File: src/rtl/uart_pkg.sv
// Shared UART types and helpers used by the transmitter and, later, the receiver.
package uart_pkg;

   typedef enum logic [1:0] {
      PAR_NONE = 2'b00,
      PAR_EVEN = 2'b01,
      PAR_ODD  = 2'b10,
      PAR_RSVD = 2'b11
   } parity_mode_t;

   typedef enum logic [2:0] {
      IDLE   = 3'd0,
      START  = 3'd1,
      DATA   = 3'd2,
      PARITY = 3'd3,
      STOP   = 3'd4
   } tx_state_t;

   localparam int DEFAULT_BAUD_DIV = 1042;
   localparam int MAX_DATA_BITS    = 9;

   function automatic logic parity_enabled(input parity_mode_t mode);
      return (mode == PAR_EVEN) || (mode == PAR_ODD);
   endfunction

   // Narrower payloads are zero-extended by the caller, which leaves the XOR unchanged.
   function automatic logic calc_parity(input logic [MAX_DATA_BITS-1:0] data,
                                        input parity_mode_t mode);
      logic p;
      case (mode)
         PAR_ODD: p = ~(^data);
         default: p = ^data;
      endcase
      return p;
   endfunction

endpackage

File: src/rtl/uart_tx_param_if.sv
// Upstream handshake and serial-side signals of the parametrised UART transmitter.
interface uart_tx_param_if #(parameter int DATA_BITS = 8);
   logic [DATA_BITS-1:0] tx_data_i;
   logic [1:0]           parity_mode_i;
   logic                 tx_valid_i;
   logic                 tx_ready_o;
   logic                 tx_o;
   logic                 busy_o;
   logic                 frame_done_o;

   modport master (
      output tx_data_i, parity_mode_i, tx_valid_i,
      input  tx_ready_o, tx_o, busy_o, frame_done_o
   );

   modport slave (
      input  tx_data_i, parity_mode_i, tx_valid_i,
      output tx_ready_o, tx_o, busy_o, frame_done_o
   );
endinterface

File: src/rtl/uart_baud_gen.sv
// Bit-period timer: counts 0..BAUD_DIV-1 while enabled and flags the last count.
module uart_baud_gen
   import uart_pkg::*;
#(
   parameter int BAUD_DIV = DEFAULT_BAUD_DIV
) (
   input  logic clk,
   input  logic nrst,
   input  logic en,
   input  logic clear,
   output logic tick
);

   localparam int            CW   = $clog2(BAUD_DIV);
   localparam logic [CW-1:0] LAST = CW'(BAUD_DIV - 1);

   logic [CW-1:0] cnt_q, cnt_d;

   always_comb begin
      cnt_d = cnt_q;
      if (clear || !en) begin
         cnt_d = '0;
      end else if (cnt_q == LAST) begin
         cnt_d = '0;
      end else begin
         cnt_d = cnt_q + CW'(1);
      end
   end

   always_ff @(posedge clk or negedge nrst) begin
      if (!nrst) begin
         cnt_q <= '0;
      end else begin
         cnt_q <= cnt_d;
      end
   end

   assign tick = en & (cnt_q == LAST);

endmodule

File: src/rtl/uart_tx_param.sv
// Parametrised UART transmitter: valid/ready intake, optional parity, 1 or 2 stop bits.
module uart_tx_param
   import uart_pkg::*;
#(
   parameter int BAUD_DIV  = DEFAULT_BAUD_DIV,
   parameter int DATA_BITS = 8,
   parameter int STOP_BITS = 1
) (
   input logic             clk,
   input logic             nrst,
   uart_tx_param_if.slave  bus
);

   localparam int             BCW      = $clog2(DATA_BITS);
   localparam logic [BCW-1:0] BIT_LAST = BCW'(DATA_BITS - 1);
   localparam logic           STP_LAST = 1'(STOP_BITS - 1);

   tx_state_t            state_q, state_d;
   logic [BCW-1:0]       bit_cnt_q, bit_cnt_d;
   logic                 stop_cnt_q, stop_cnt_d;
   logic [DATA_BITS-1:0] shift_q, shift_d;
   logic                 par_q, par_d;
   logic                 par_en_q, par_en_d;
   logic                 tx_q, tx_d;
   logic                 tick_s;
   logic                 accept_s;
   logic                 done_s;
   parity_mode_t         mode_s;

   assign mode_s   = parity_mode_t'(bus.parity_mode_i);
   assign accept_s = (state_q == IDLE) & bus.tx_valid_i;

   uart_baud_gen #(.BAUD_DIV(BAUD_DIV)) u_baud (
      .clk   (clk),
      .nrst  (nrst),
      .en    (state_q != IDLE),
      .clear (accept_s),
      .tick  (tick_s)
   );

   // tx_d is the value the line takes for the bit that begins after this edge.
   always_comb begin
      state_d    = state_q;
      bit_cnt_d  = bit_cnt_q;
      stop_cnt_d = stop_cnt_q;
      shift_d    = shift_q;
      par_d      = par_q;
      par_en_d   = par_en_q;
      tx_d       = tx_q;
      done_s     = 1'b0;
      case (state_q)
         IDLE: begin
            tx_d = 1'b1;
            if (accept_s) begin
               shift_d   = bus.tx_data_i;
               par_d     = calc_parity(MAX_DATA_BITS'(bus.tx_data_i), mode_s);
               par_en_d  = parity_enabled(mode_s);
               bit_cnt_d = '0;
               tx_d      = 1'b0;
               state_d   = START;
            end else begin
               state_d = IDLE;
            end
         end
         START: begin
            if (tick_s) begin
               tx_d    = shift_q[0];
               state_d = DATA;
            end else begin
               state_d = START;
            end
         end
         DATA: begin
            if (tick_s && (bit_cnt_q == BIT_LAST)) begin
               if (par_en_q) begin
                  tx_d    = par_q;
                  state_d = PARITY;
               end else begin
                  tx_d       = 1'b1;
                  stop_cnt_d = 1'b0;
                  state_d    = STOP;
               end
            end else if (tick_s) begin
               shift_d   = shift_q >> 1;
               tx_d      = shift_q[1];
               bit_cnt_d = bit_cnt_q + BCW'(1);
            end else begin
               state_d = DATA;
            end
         end
         PARITY: begin
            if (tick_s) begin
               tx_d       = 1'b1;
               stop_cnt_d = 1'b0;
               state_d    = STOP;
            end else begin
               state_d = PARITY;
            end
         end
         STOP: begin
            if (tick_s && (stop_cnt_q == STP_LAST)) begin
               done_s  = 1'b1;
               state_d = IDLE;
            end else if (tick_s) begin
               stop_cnt_d = stop_cnt_q + 1'b1;
            end else begin
               state_d = STOP;
            end
         end
         default: begin
            tx_d    = 1'b1;
            state_d = IDLE;
         end
      endcase
   end

   always_ff @(posedge clk or negedge nrst) begin
      if (!nrst) begin
         state_q    <= IDLE;
         bit_cnt_q  <= '0;
         stop_cnt_q <= 1'b0;
         shift_q    <= '0;
         par_q      <= 1'b0;
         par_en_q   <= 1'b0;
         tx_q       <= 1'b1;
      end else begin
         state_q    <= state_d;
         bit_cnt_q  <= bit_cnt_d;
         stop_cnt_q <= stop_cnt_d;
         shift_q    <= shift_d;
         par_q      <= par_d;
         par_en_q   <= par_en_d;
         tx_q       <= tx_d;
      end
   end

   assign bus.tx_o         = tx_q;
   assign bus.tx_ready_o   = (state_q == IDLE);
   assign bus.busy_o       = (state_q != IDLE);
   assign bus.frame_done_o = done_s;

endmodule

File: src/flat_wrapper.sv
// flat-port wrapper written by rule: the top's interface ports become plain ports
module uart_tx_param_flat import uart_pkg::*;
#(
   parameter int BAUD_DIV  = DEFAULT_BAUD_DIV,
   parameter int DATA_BITS = 8,
   parameter int STOP_BITS = 1
)
  (clk, nrst, bus_tx_data_i, bus_parity_mode_i, bus_tx_valid_i, bus_tx_ready_o, bus_tx_o, bus_busy_o, bus_frame_done_o);
  uart_tx_param_if #(.DATA_BITS(DATA_BITS)) bus_i ();
  input logic clk;
  input logic nrst;
  input wire logic [$bits(bus_i.tx_data_i)-1:0] bus_tx_data_i;
  input wire logic [$bits(bus_i.parity_mode_i)-1:0] bus_parity_mode_i;
  input wire logic [$bits(bus_i.tx_valid_i)-1:0] bus_tx_valid_i;
  output wire logic [$bits(bus_i.tx_ready_o)-1:0] bus_tx_ready_o;
  output wire logic [$bits(bus_i.tx_o)-1:0] bus_tx_o;
  output wire logic [$bits(bus_i.busy_o)-1:0] bus_busy_o;
  output wire logic [$bits(bus_i.frame_done_o)-1:0] bus_frame_done_o;
  assign bus_i.tx_data_i = bus_tx_data_i;
  assign bus_i.parity_mode_i = bus_parity_mode_i;
  assign bus_i.tx_valid_i = bus_tx_valid_i;
  assign bus_tx_ready_o = bus_i.tx_ready_o;
  assign bus_tx_o = bus_i.tx_o;
  assign bus_busy_o = bus_i.busy_o;
  assign bus_frame_done_o = bus_i.frame_done_o;
  uart_tx_param #(.BAUD_DIV(BAUD_DIV), .DATA_BITS(DATA_BITS), .STOP_BITS(STOP_BITS)) u_core (.clk(clk), .nrst(nrst), .bus(bus_i));
endmodule
File: config.mk
export PLATFORM = sky130hd
export DESIGN_NAME = uart_tx_param_flat
export DESIGN_NICKNAME = d
export VERILOG_FILES = /design/src/rtl/uart_pkg.sv /design/src/rtl/uart_tx_param_if.sv /design/src/rtl/uart_baud_gen.sv /design/src/rtl/uart_tx_param.sv /design/src/flat_wrapper.sv
export SDC_FILE = /design/constraint.sdc
export NUM_CORES = 1
export LEC_CHECK = 0
export ABC_AREA = 1
export CAP_MARGIN = 20
export CELL_PAD_IN_SITES_DETAIL_PLACEMENT = 1
export CELL_PAD_IN_SITES_GLOBAL_PLACEMENT = 1
export CORE_MARGIN = 2
export CORE_UTILIZATION = 25
export CTS_CLUSTER_DIAMETER = 100
export CTS_CLUSTER_SIZE = 20
export DETAILED_ROUTE_END_ITERATION = 10
export PLACE_DENSITY = 0.63
export REMOVE_ABC_BUFFERS = 1
export SYNTH_ARGS = -nofsm -noshare
export SYNTH_HDL_FRONTEND = slang
export SYNTH_SLANG_ARGS = --single-unit
File: constraint.sdc
create_clock -name clk -period 1.4 [get_ports clk]
set_input_delay 0.35 -clock clk [delete_from_list [all_inputs] [get_ports clk]]
set_output_delay 0.35 -clock clk [all_outputs]
set_load 0.1 [all_outputs]
[After elaboration in Yosys (flattened, before gate mapping)]
Index checks and enable logic that the tools add are counted.
Word-level totals
  output and inout port bits: 4
  flip-flop bits (word level): 29
  word-level logic and storage cells: 86
Operators by class
  bitwise operators: 5
  mux-type cells: 35
  $add $sub $neg: 3
  equal/unequal tests: 20
  reductions and logical operators: 15
Operators with widths (count)
  2-to-1 mux 3 bit: 9
  2-to-1 mux 8 bit: 3
  2-to-1 mux 11 bit: 2
  one-hot mux 8 bit (2 select lines): 1
  2-to-1 mux 1 bit: 15
  one-hot mux 3 bit (5 select lines): 1
  != test 2 x 1 -> 1 bit, second input constant: 6
  adder 11 x 1 -> 11 bit, second input constant: 1
  == test 11 bit, second input constant: 1
  parity 9 bit: 1
  AND reduction 4 bit: 2
  == test 3 x 2 -> 1 bit, second input constant: 2
  == test 3 bit, second input constant: 2
  != test 2 bit, second input constant: 3
  != test 3 bit, second input constant: 2
  one-hot mux 3 bit (2 select lines): 1
  AND reduction 6 bit: 1
  nonzero test 3 bit: 2
  one-hot mux 1 bit (5 select lines): 1
  AND reduction 2 bit: 2
  adder 3 x 1 -> 3 bit, second input constant: 1
  == test 3 x 1 -> 1 bit, second input constant: 1
  zero test 3 bit: 1
  != test 3 x 1 -> 1 bit, second input constant: 1
  other kinds (11): 16

[Logic depth before layout (Yosys ltp)]
Gate-level depths: netlist of run 1.
  depth after elaboration: 5
  gate-level depth with buffers: 14
  mapped depth without buffers: 13

[Hierarchy]
Synthesis of run 1 repeated with hierarchy kept, for this count alone.
Second synthesis, totals
  cell total of the unflattened synthesis: 234
  area, all modules: 1818.0 um2
By module, submodules not included
  uart_tx_param: cells an instance 158, area an instance 1201.2 um2, times used 1
  uart_baud_gen: cells an instance 76, area an instance 616.8 um2, times used 1

[Least setup slack after synthesis of run 1]
Ideal clock, no wire load.
  path type: register to output
  from: reg u_core.u_baud.cnt_q[0]
  to: out bus_frame_done_o
  buffers on the path: 0
  required time: 1.050 ns
  path slack: -1.932 ns
  data arrival time: 2.982 ns
  cell stages (with the launch flop): 8
  path through: dfrtp_1 -> ha_1 -> inv_1 -> nor2_1 -> nand2_1 -> nor2_2 -> nand2_2 -> nor3_1
Between the ends
  word-level cells in the longest chain between the ends: 5
RTL lines
  start: declaration: RTL line uart_baud_gen.sv:17  | logic [CW-1:0] cnt_q, cnt_d;
  start signal: assignment: RTL line uart_baud_gen.sv:34  | cnt_q <= cnt_d;
  == test 11 bit: RTL line uart_baud_gen.sv:38  | assign tick = en & (cnt_q == LAST);
  AND 1 bit: RTL line uart_baud_gen.sv:38
  logical AND 1 bit: RTL line uart_tx_param.sv:101  | if (tick_s && (stop_cnt_q == STP_LAST)) begin
  2-to-1 mux 1 bit: RTL line uart_tx_param.sv:101
  2-to-1 mux 1 bit: RTL line uart_tx_param.sv:51  | case (state_q)
  end: declaration: RTL line flat_wrapper.sv:18  | output wire logic [$bits(bus_i.frame_done_o)-1:0] bus_frame_done_o;
No other way between the ends.

[Worst setup path in the final report of run 1]
  from: reg u_core.u_baud.cnt_q[1]
  to: out bus_frame_done_o
The elaborated chain is that of the path after synthesis.

==> results of run 1 <==
-- synth_stat cells, drive strengths merged --
cell    instances
o211ai          3
buf             3
a21oi           7
ha              5
nand3          23
o21bai          1
inv            32
nand2          73
clkbuf          1
o311ai          1
dfrtp          28
dfstp           1
xor2            3
o21a            1
clkinv          1
nor4            3
nor3b           2
nor2           26
nor3            4
xnor2           6
nand4           5
o21ai           5
-- critical path, cell delays in order, from the launching register on --
cell and delay, ns:
dfrtp_1 0.40, inv_2 0.09, ha_4 0.13, inv_2 0.03, nor2_2 0.08, nand2_2 0.07
nor2_4 0.09, nand2_2 0.07, nor3_2 0.10, buf_4 0.13, buf_12 0.16
-- metal layers --
layer | vias up | global-route usage (%)
li1 | 915 | -
met1 | 894 | 18.84
met2 | 23 | 25.00
met3 | 2 | 3.128
met4 | 0 | 3.776
met5 | - | 0
-- timing repair --
| action | 4_1_cts | 5_1_grt |
|---|---|---|
| buffers inserted | 27 | 6 |
| gates cloned | 1 | 0 |
| setup endpoints to repair | 27 | 30 |
| pin swaps | 14 | 14 |
| endpoints found under the hold margin | 0 | 0 |
| resized for setup | 37 | 34 |
-- registers in the layout, indices dropped and copies added, names as in the netlist --
name                 cells
u_core.bus.tx_o          1
u_core.par_en_q          1
u_core.u_baud.cnt_q     11
u_core.shift_q           8
u_core.state_q           3
u_core.bit_cnt_q         3
u_core.par_q             1
u_core.stop_cnt_q        1
-- path summary, 6_finish.rpt --
check                                                      start                                to  slack [ns]  cells past startpoint
worst max register to register  u_core.u_baud.cnt_q[1]$_DFF_PN0_     u_core.shift_q[3]$_DFFE_PN0P_       -0.32                     14
worst min register to register     u_core.shift_q[5]$_DFFE_PN0P_     u_core.shift_q[5]$_DFFE_PN0P_        0.48                      2
max in group asynchronous                                   nrst       u_core.bus.tx_o$_DFFE_PN1P_        0.73                      2
min in group clk                            bus_parity_mode_i[1]       u_core.par_en_q$_DFFE_PN0P_        0.46                      3
worst min-delay path                                        nrst  u_core.u_baud.cnt_q[3]$_DFF_PN0_        0.43                      2
worst max-delay path            u_core.u_baud.cnt_q[1]$_DFF_PN0_                  bus_frame_done_o       -0.59                     10
-- per-stage QoR --
stage          cells  power [uW]  setup TNS, ns
2_1_floorplan    230       922.8         -68.70
3_3_place_gp     381        1015         -5.518
3_5_place_dp     381        1017         -6.929
4_1_cts          397        1954         -7.354
5_1_grt          400        2019         -8.724
6_report         400        1925         -5.935
-- area by class of cell --
cell class              instances  area, um^2
clock buffers                   7       86.33
clock inverters                 1       30.03
fillers                       797        3817
inverters                      33       128.9
multi-input cells             169        1132
flip-flops and latches         29       726.9
well taps                      80       100.1
repair buffers                 81       734.5
-- power by group through the flow --
stage	clock [uW]	combinational (uW)	sequential, uW
floorplan	0	59.5	863
global placement	0	149	865
detailed placement	0	152	865
CTS	948	157	849
global route	990	179	850
finish	917	159	849
-- cells by family after synthesis --
logic type	count (synthesis)	synth area share [%]
AO/OA/AOI/OAI	18	6.133
XOR/XNOR	9	4.546
adder cells (fa/ha/maj)	5	3.608
buffers and inverters	37	8.801
flip-flops	29	41.92
AND/OR/NAND/NOR	136	34.99
==> results by group, run 1 <==
STA
  • Final Skew: 0.01147 ns
  • Slew Limit Fails: 0
  • Hold Worst Slack: 0.4340 ns
  • Maximum clock rate: 503.4 MHz
  • Worst-Margin Slew: 0.3985 ns
  • Final Cycle Share: 141.9%
  • Fin. Hold Viols: 0
  • Rel. slew slack: 73.41%
  • RSZ-0062 raised after global routing: yes
  • Setup violators final: 23
  • Post-route worst setup slack: -0.5864 ns
  • Final min period: slightly below 2 ns

Power
  • Reg power frac: 44.1%
  • Pwr/cell area: 655.1 mW/mm^2
  • Clock power share: 47.6%
  • Gate power share: 8.3%
  • NetSw: roughly 420 uW
  • Peak VDD IR: around 0.28 mV
  • Switch share: roughly 22%
  • P_leak: 0.001449 uW
  • Internal Power: roughly 1500 uW

CTS
  • CTS tree: done
  • CTS Sinks: 29
  • Total CTS buffers: 5
  • Hold_buf cts: 0
  • Clock Latency Late Sink: 0.28 ns
  • Clock Path Buffers: 2
  • CTS root buf: clkbuf_8
  • H-tree depth: 2
  • Worst-path clk slew: approximately 0.070 ns

Routing
  • DR iter-0 viols: 29
  • Uppermost layer routed: met4
  • DR DRC count: 0
  • DR pass1 iterations: 4
  • Routed len/inst: 13.76 um
  • Met1 WL: 2500 um
  • Met2 wire length: 2835 um
  • Vias: 1,834
  • Met3 routed WL: 137 um
  • DRT antenna net count: 0
  • Routed vias/inst: 4.585
  • Routed WL: around 5500 um

Die
  • Die Span X: 87.29 um
  • Die Y-Extent: 87.29 um
  • Die Area: 0.007619 mm^2
  • Starting Density: 25.67%
  • Num rows: 30
  • IO Pins: 17
  • Core area: 0.006756 mm^2

Synth
  • Mapped Area: 0.001734 mm^2
  • Seq/Total Area, Yosys: a little over two fifths
  • Synth Instances: 234
  • Top-area cell type share of the netlist area: 40.40%
  • Flops & latches, synth: 29
  • Cell taking the most area after synthesis: dfrtp_1
  • Cell variety after synth: 30
  • Avg Cell Area, Syn: about 7.4 um^2
  • Top cells by area, synth: dfrtp_1 40%, nand2_1 15%, nand3_1 6.3%
  • Ys Warns: 0

Place
  • GP Congestion: 0.7355
  • Final HPWL DP: 3726 um
  • DP Area: 0.002432 mm^2
  • Input/output buffers: 16
  • Post-Place Worst Slack: -0.4354 ns

GRT
  • Initial antenna violation count: 0
  • GRT Total Usage: 14.69%
  • Number of global-route vias before repair: 1,937
  • First-pass GRT wire length: 8797 um
  • Largest net degree at the start of global routing: 30
  • GRT overflow: 0

Cells and area
  • P&R area growth vs syn: 69.48%
  • Diodes inserted: 0
  • Finished layout cell area: between 0.002 and 0.003 mm^2
  • Commonest non-fill, non-tap cell in the layout: nand2_1
  • Commonest cells after routing, fill and taps aside: 63 x nand2_1, 58 x buf_4, 28 x dfrtp_1, 24 x inv_1, 16 x nor2_1
  • Ratio of cells with drive above 1 in the final layout: approximately two fifths
  • Final nets: 337
  • Final Util: between 40% and 50%

Critical path
  • Critical path type: register to output port
  • Req. time, crit path: 1.05 ns
  • CP Data Arrival Time: approximately 1.6 ns
  • CP Launch Type: register
  • Largest fanout on the critical path: 2
  • Critical path endpoint category: output port

Run status
  • Failing checks: negative setup slack
  • Outcome: complete, but fails checks

Worst hold path
  • Hold Path Class: primary input to async pin

Run
  • MaxCap Viol Count: 0
(Power assumes the default switching activity.)
==> run 2: changes to the inputs <==
Settings changed: CELL_PAD_IN_SITES_DETAIL_PLACEMENT 1 to default, CELL_PAD_IN_SITES_GLOBAL_PLACEMENT 1 to default, PLACE_DENSITY 0.63 to 0.52.
==> run 2 against run 1 <==
Against the previous run: the flow still finishes with violations (negative setup slack); critical path type unchanged; critical endpoint unchanged; via count decreased by 4.5%; power is 11% lower; clock skew fell by 0.0059 ns; sequential power barely moved; routed wire length down 18%; clock power is 24% lower; clock-buffer cell count down 2; global-route usage fell by 2.2 points; worst setup slack improved by 0.0013 ns.
==> results by group, run 2 (same netlist as run 1, synthesis figures left out) <==
STA
  • Worst-Margin Slew: 0.3666 ns (-0.03188 ns)
  • Final min period: 1.985 ns (-0.001254 ns)
  • Fin. Hold Viols: 0 (unchanged)
  • Final Cycle Share: 141.8% (about the same)
  • RSZ-0062 raised after global routing: yes
  • Post-route worst setup slack: -0.5852 ns (+0.001254 ns)
  • Setup violators final: 22 (-4.3%)
  • Slew Limit Fails: 0 (unchanged)
  • Rel. slew slack: 75.30% (+1.9 points)
  • Final Skew: 0.005617 ns (-0.005853 ns)
  • Maximum clock rate: 503.7 MHz (about the same)
  • Setup TNS: -6.366 ns (-0.4313 ns)

Worst hold path
  • Hold Path Class: primary input to async pin

GRT
  • Number of global-route vias before repair: 1,718 (-11%)
  • Met1 Use GR: 15.86% (-3.0 points)
  • Busiest grt layer: met2
  • Initial antenna violation count: 0 (unchanged)
  • First-pass GRT wire length: 7534 um (-14%)
  • GRT Total Usage: 12.48% (-2.2 points)
  • Routing usage on met3: 3.033% (-0.095 points)
  • Largest net degree at the start of global routing: 17 (-43%)
  • GRT overflow: 0 (unchanged)
  • Met2 usage: 20.52% (-4.5 points)

CTS
  • Clock Path Buffers: 2 (unchanged)
  • Clock Latency Late Sink: 0.28 ns (about the same)
  • H-tree depth: 2 (unchanged)
  • CTS root buf: clkbuf_8
  • Hold_buf cts: 0 (unchanged)
  • CTS tree: done
  • CTS Sinks: 29 (unchanged)
  • Total CTS buffers: 5 (unchanged)
  • Worst-path clk slew: 0.07 ns (about the same)

Critical path
  • Largest fanout on the critical path: 2 (unchanged)
  • Critical path type: register to output port
  • Req. time, crit path: 1.05 ns (about the same)
  • Critical path endpoint category: output port
  • Reg2reg path depth: 15 (+1)
  • CP Launch Type: register
  • CP Data Arrival Time: 1.64 ns (about the same)

Die
  • Starting Density: 25.67% (unchanged)
  • Die Area: 0.007619 mm^2 (unchanged)
  • Die Y-Extent: 87.29 um (unchanged)
  • Die Span X: 87.29 um (unchanged)
  • Core area: 0.006756 mm^2 (unchanged)
  • Num rows: 30 (unchanged)
  • IO Pins: 17 (unchanged)

Routing
  • DR DRC count: 0 (unchanged)
  • Routed vias/inst: 4.422 (-3.6%)
  • Vias: 1,751 (-4.5%)
  • DR pass1 iterations: 4 (unchanged)
  • DR iter-0 viols: 59 (+100%)
  • Routed len/inst: 11.36 um (-17%)
  • Routed WL: 4499 um (-18%)
  • DRT antenna net count: 0 (unchanged)

Power
  • Pwr Total: 1705 uW (-11%)
  • Pwr/cell area: 609.3 mW/mm^2 (-7.0%)
  • P_leak: 0.001392 uW (-3.9%)
  • Peak VDD IR: 0.3443 mV (+24%)

Cells and area
  • Commonest non-fill, non-tap cell in the layout: nand2_1
  • Max reg flops: 11 (unchanged)
  • Final nets: 333 (-1.2%)
  • Fill cells: 681 (-15%)
  • Ratio of cells with drive above 1 in the final layout: 39.87% (-0.44 points)
  • Commonest cells after routing, fill and taps aside: 65 x nand2_1, 59 x buf_4, 28 x dfrtp_1, 25 x inv_1, 18 x nor2_1
  • Largest register by flop count: u_core.u_baud.cnt_q
  • Largest registers: u_core.u_baud.cnt_q x11, u_core.shift_q x8
  • Diodes inserted: 0 (unchanged)
  • P&R area growth vs syn: 61.33%

Run
  • MaxCap Viol Count: 0 (unchanged)

Place
  • Post-Place Worst Slack: -0.4718 ns (-0.03646 ns)
  • Final HPWL DP: 3306 um (-11%)
  • GP Congestion: 0.7748 (+5.3%)
  • Input/output buffers: 16 (unchanged)

Run status
  • Outcome: complete, but fails checks
  • Failing checks: negative setup slack
run 2: layer usage:
| metal | wire, um | share of wire, % | vias up |
|---|---|---|---|
| li1 | - | - | 909 |
| met1 | 2093 | 47 | 818 |
| met2 | 2251 | 50 | 17 |
| met3 | 76 | 1.7 | 7 |
| met4 | 77 | 1.7 | 0 |
| met5 | 0 | 0 | - |
run 2: what timing repair did:
item / 4_1_cts / 5_1_grt
endpoints found under the setup margin: 26 / 30
pin swaps: 10 / 17
resized for setup: 25 / 35
setup buffers: 7 / 3
run 2: layout make-up:
type	count	area, um^2	share of cell area, %
clock inverter	3	17.52	0.6261
multi-input combinational	168	1082	38.69
inverter	33	125.1	4.472
tap	80	100.1	3.578
timing repair buffer	78	676.9	24.20
sequential	29	726.9	25.98
clock buffer	5	68.82	2.460
run 2: stage by stage:
stage,cell area [um^2],hold WS (ns),std cells,utilization [%]
after CTS,2634,0.4103,396,38.98
after floorplan,1707,0.05441,230,-
after global placement,2442,0.4544,384,36.15
after global routing,2798,0.4296,396,41.41
final,2798,0.4046,396,41.41
after detailed placement,2442,0.4597,384,36.15
run 2: critical path: stages (launching register included):
cell and delay (ns):
dfrtp_1 0.40, inv_2 0.08, ha_4 0.13, inv_2 0.03, nor2_2 0.06, nand2_1 0.06
nor2_2 0.11, nand2_2 0.08, nor3_2 0.09, buf_4 0.13, buf_12 0.16
run 2: path summary, 6_finish.rpt:
kind,end,slack (ns),startpoint
hold reg to reg,u_core.shift_q[3]$_DFFE_PN0P_,0.48,u_core.shift_q[3]$_DFFE_PN0P_
setup reg to reg,u_core.shift_q[2]$_DFFE_PN0P_,-0.39,u_core.u_baud.cnt_q[1]$_DFF_PN0_
max in group asynchronous,u_core.bus.tx_o$_DFFE_PN1P_,0.75,nrst
hold / removal,u_core.u_baud.cnt_q[2]$_DFF_PN0_,0.40,nrst
setup / recovery,bus_frame_done_o,-0.59,u_core.u_baud.cnt_q[1]$_DFF_PN0_
min in group clk,u_core.shift_q[3]$_DFFE_PN0P_,0.48,u_core.shift_q[3]$_DFFE_PN0P_
run 2: power by group:
part	internal (uW)	switching [uW]
Sequential	845	3.75
Combinational	82.6	79.9
Clock	343	351
Total	1270	435
==> run 3: changes to the inputs <==
Settings changed: CORE_ASPECT_RATIO from default to 1.4.
==> run 3 against run 2 <==
Against the previous run: the flow still finishes with violations (negative setup slack); non-clock buffer count decreased by 1; critical path depth unchanged; design area increased by 1.4%; critical path type unchanged; largest power group unchanged.
==> results by group, run 3 (same netlist as run 1, synthesis figures left out) <==
Run status
  • Outcome: complete, but fails checks
  • Failing checks: negative setup slack

STA
  • Final min period: 2.055 ns (+0.06973 ns)
  • Slew Limit Fails: 0 (unchanged)
  • Setup TNS: -6.477 ns (-0.1115 ns)
  • Fin. Hold Viols: 0 (unchanged)
  • RSZ-0062 raised after global routing: yes
  • Maximum clock rate: 486.6 MHz (-3.4%)
  • Worst-Margin Slew: 0.3118 ns (-0.05481 ns)
  • Final Skew: 0.01416 ns (+0.008545 ns)
  • Rel. slew slack: 79.00% (+3.7 points)
  • Setup violators final: 27 (+23%)
  • Final Cycle Share: 146.8% (+5.0 points)
  • Post-route worst setup slack: -0.6549 ns (-0.06973 ns)

Critical path
  • CP bufs+invs: 4 (unchanged)
  • Critical path's top delay family: simple AND/OR/NAND/NOR gates
  • Critical Path, Cell by Cell: inv_2 -> ha_4 -> inv_2 -> nor2_2 -> nand2_1 -> nor2_2 -> nand2_2 -> nor3_2 -> buf_4 -> buf_12
  • Largest fanout on the critical path: 2 (unchanged)
  • Crit-path max cell delay: 0.41 ns (about the same)
  • Critical path type: register to output port
  • Reg2reg path depth: 14 (-1)
  • CP Launch Type: register
  • Crit-path slowest cell: dfrtp_1
  • CP Depth: 10 (unchanged)
  • Worst reg2reg startpoint: u_core.u_baud.cnt_q[1]$_DFF_PN0_
  • CP startpoint: u_core.u_baud.cnt_q[1]$_DFF_PN0_
  • Req. time, crit path: 1.05 ns (about the same)
  • CP Data Arrival Time: 1.70 ns (+0.06 ns)
  • Critical path endpoint category: output port

Cells and area
  • Largest registers: u_core.u_baud.cnt_q x11, u_core.shift_q x8
  • Commonest non-fill, non-tap cell in the layout: nand2_1
  • P&R area growth vs syn: 63.64%
  • Max reg flops: 11 (unchanged)
  • Largest register by flop count: u_core.u_baud.cnt_q
  • Diodes inserted: 0 (unchanged)
  • Final nets: 332 (-0.30%)
  • Ratio of cells with drive above 1 in the final layout: 38.41% (-1.5 points)
  • Commonest cells after routing, fill and taps aside: 66 x nand2_1, 54 x buf_4, 28 x dfrtp_1, 23 x inv_1
  • Post-route non-filler standard cell count: 407 (+2.8%)

Routing
  • Routed len/inst: 11.41 um (+0.43%)
  • DR pass1 iterations: 4 (unchanged)
  • Routed vias/inst: 4.224 (-4.5%)
  • DR iter-0 viols: 73 (+24%)
  • Routed WL: 4644 um (+3.2%)
  • Vias: 1,719 (-1.8%)
  • DR DRC count: 0 (unchanged)
  • DRT antenna net count: 0 (unchanged)

CTS
  • CTS Sinks: 29 (unchanged)
  • Clock Path Buffers: 2 (unchanged)
  • Worst-path clk slew: 0.08 ns (about the same)
  • Clock Latency Late Sink: 0.28 ns (about the same)
  • CTS root buf: clkbuf_8
  • H-tree depth: 2 (unchanged)
  • Hold_buf cts: 0 (unchanged)
  • CTS tree: done
  • Total CTS buffers: 5 (unchanged)

GRT
  • Number of global-route vias before repair: 1,718 (unchanged)
  • First-pass GRT wire length: 7852 um (+4.2%)
  • Largest net degree at the start of global routing: 30 (+13)
  • Initial antenna violation count: 0 (unchanged)
  • GRT Total Usage: 13.28% (+0.80 points)
  • GRT overflow: 0 (unchanged)

Power
  • P_leak: 0.001409 uW (+1.2%)
  • Pwr/cell area: 598.8 mW/mm^2 (-1.7%)
  • Peak VDD IR: 0.4703 mV (+37%)

Die
  • Die Y-Extent: 102.5 um (+17%)
  • IO Pins: 17 (unchanged)
  • Core area: 0.006656 mm^2 (-1.5%)
  • Starting Density: 26.05% (+0.39 points)
  • Num rows: 35 (+17%)
  • Die Span X: 74.39 um (-15%)
  • Die Area: 0.007628 mm^2 (+0.13%)

Place
  • Final HPWL DP: 3260 um (-1.4%)
  • Input/output buffers: 16 (unchanged)
  • GP Congestion: 0.8083 (+4.3%)
  • Cells after DPL: 387 (+0.78%)
  • Post-Place Worst Slack: -0.4634 ns (+0.008468 ns)

Worst hold path
  • Hold Path Class: primary input to async pin

Run
  • MaxCap Viol Count: 0 (unchanged)
==> run 3: power by group <==
group | internal, uW | total, uW | switching (uW) | leakage (uW)
sequential | 844 | 848 | 3.34 | 0.000380
combinational | 76.1 | 150 | 74.2 | 0.000985
clock | 343 | 701 | 358 | 0.0000439
==> run 3: per-layer routing <==
layer | GRT usage (%) | vias to the layer above | share of wire (%)
li1 | - | 908 | -
met1 | 16.14 | 782 | 44
met2 | 23.35 | 23 | 52
met3 | 2.542 | 6 | 2.3
met4 | 4.258 | 0 | 1.4
met5 | 0 | - | 0
==> run 3: worst register-to-register path: stages, from the launching register on <==
cell and delay, ns:
dfrtp_1 0.41, inv_2 0.09, ha_4 0.13, inv_2 0.03, nor2_2 0.07, nand2_1 0.06
nor2_2 0.14, nand2_2 0.08, buf_4 0.16, clkinv_2 0.05, nand3_2 0.07, nand2_4 0.10
buf_6 0.13, nand3_1 0.07, nand2_1 0.07
==> run 3: final timing paths <==
check	to	slack (ns)
max	bus_frame_done_o	-0.65
min	u_core.u_baud.cnt_q[5]$_DFF_PN0_	0.43
max reg2reg	u_core.shift_q[4]$_DFFE_PN0P_	-0.33
min reg2reg	u_core.shift_q[0]$_DFFE_PN0P_	0.47
max in group asynchronous	u_core.bus.tx_o$_DFFE_PN1P_	0.72
min in group clk	u_core.par_en_q$_DFFE_PN0P_	0.47
==> run 3: final cells by class <==
type	count	area, um^2
clock buffers	5	68.82
repair buffers	77	709.4
fillers	695	3819
clock inverters	3	17.52
multi-input cells	168	1075
inverters	33	125.1
flip-flops and latches	29	726.9
well taps	92	115.1
==> run 3: stage by stage <==
stage	hold slack [ns]	util (%)	total power [uW]	area [um^2]
floorplan	0.05441	-	922.8	1707
global placement	0.4528	36.28	1008	2415
detailed placement	0.4582	36.28	1008	2415
CTS	0.4311	40.77	1720	2714
global route	0.4298	42.63	1789	2838
finish	0.4267	42.63	1699	2838
==> run 3: repair_timing <==
action,CTS,global route
pin swaps,13,14
endpoints found under the hold margin,0,0
setup buffers,10,3
endpoints found under the setup margin,27,31
resized for setup,38,20
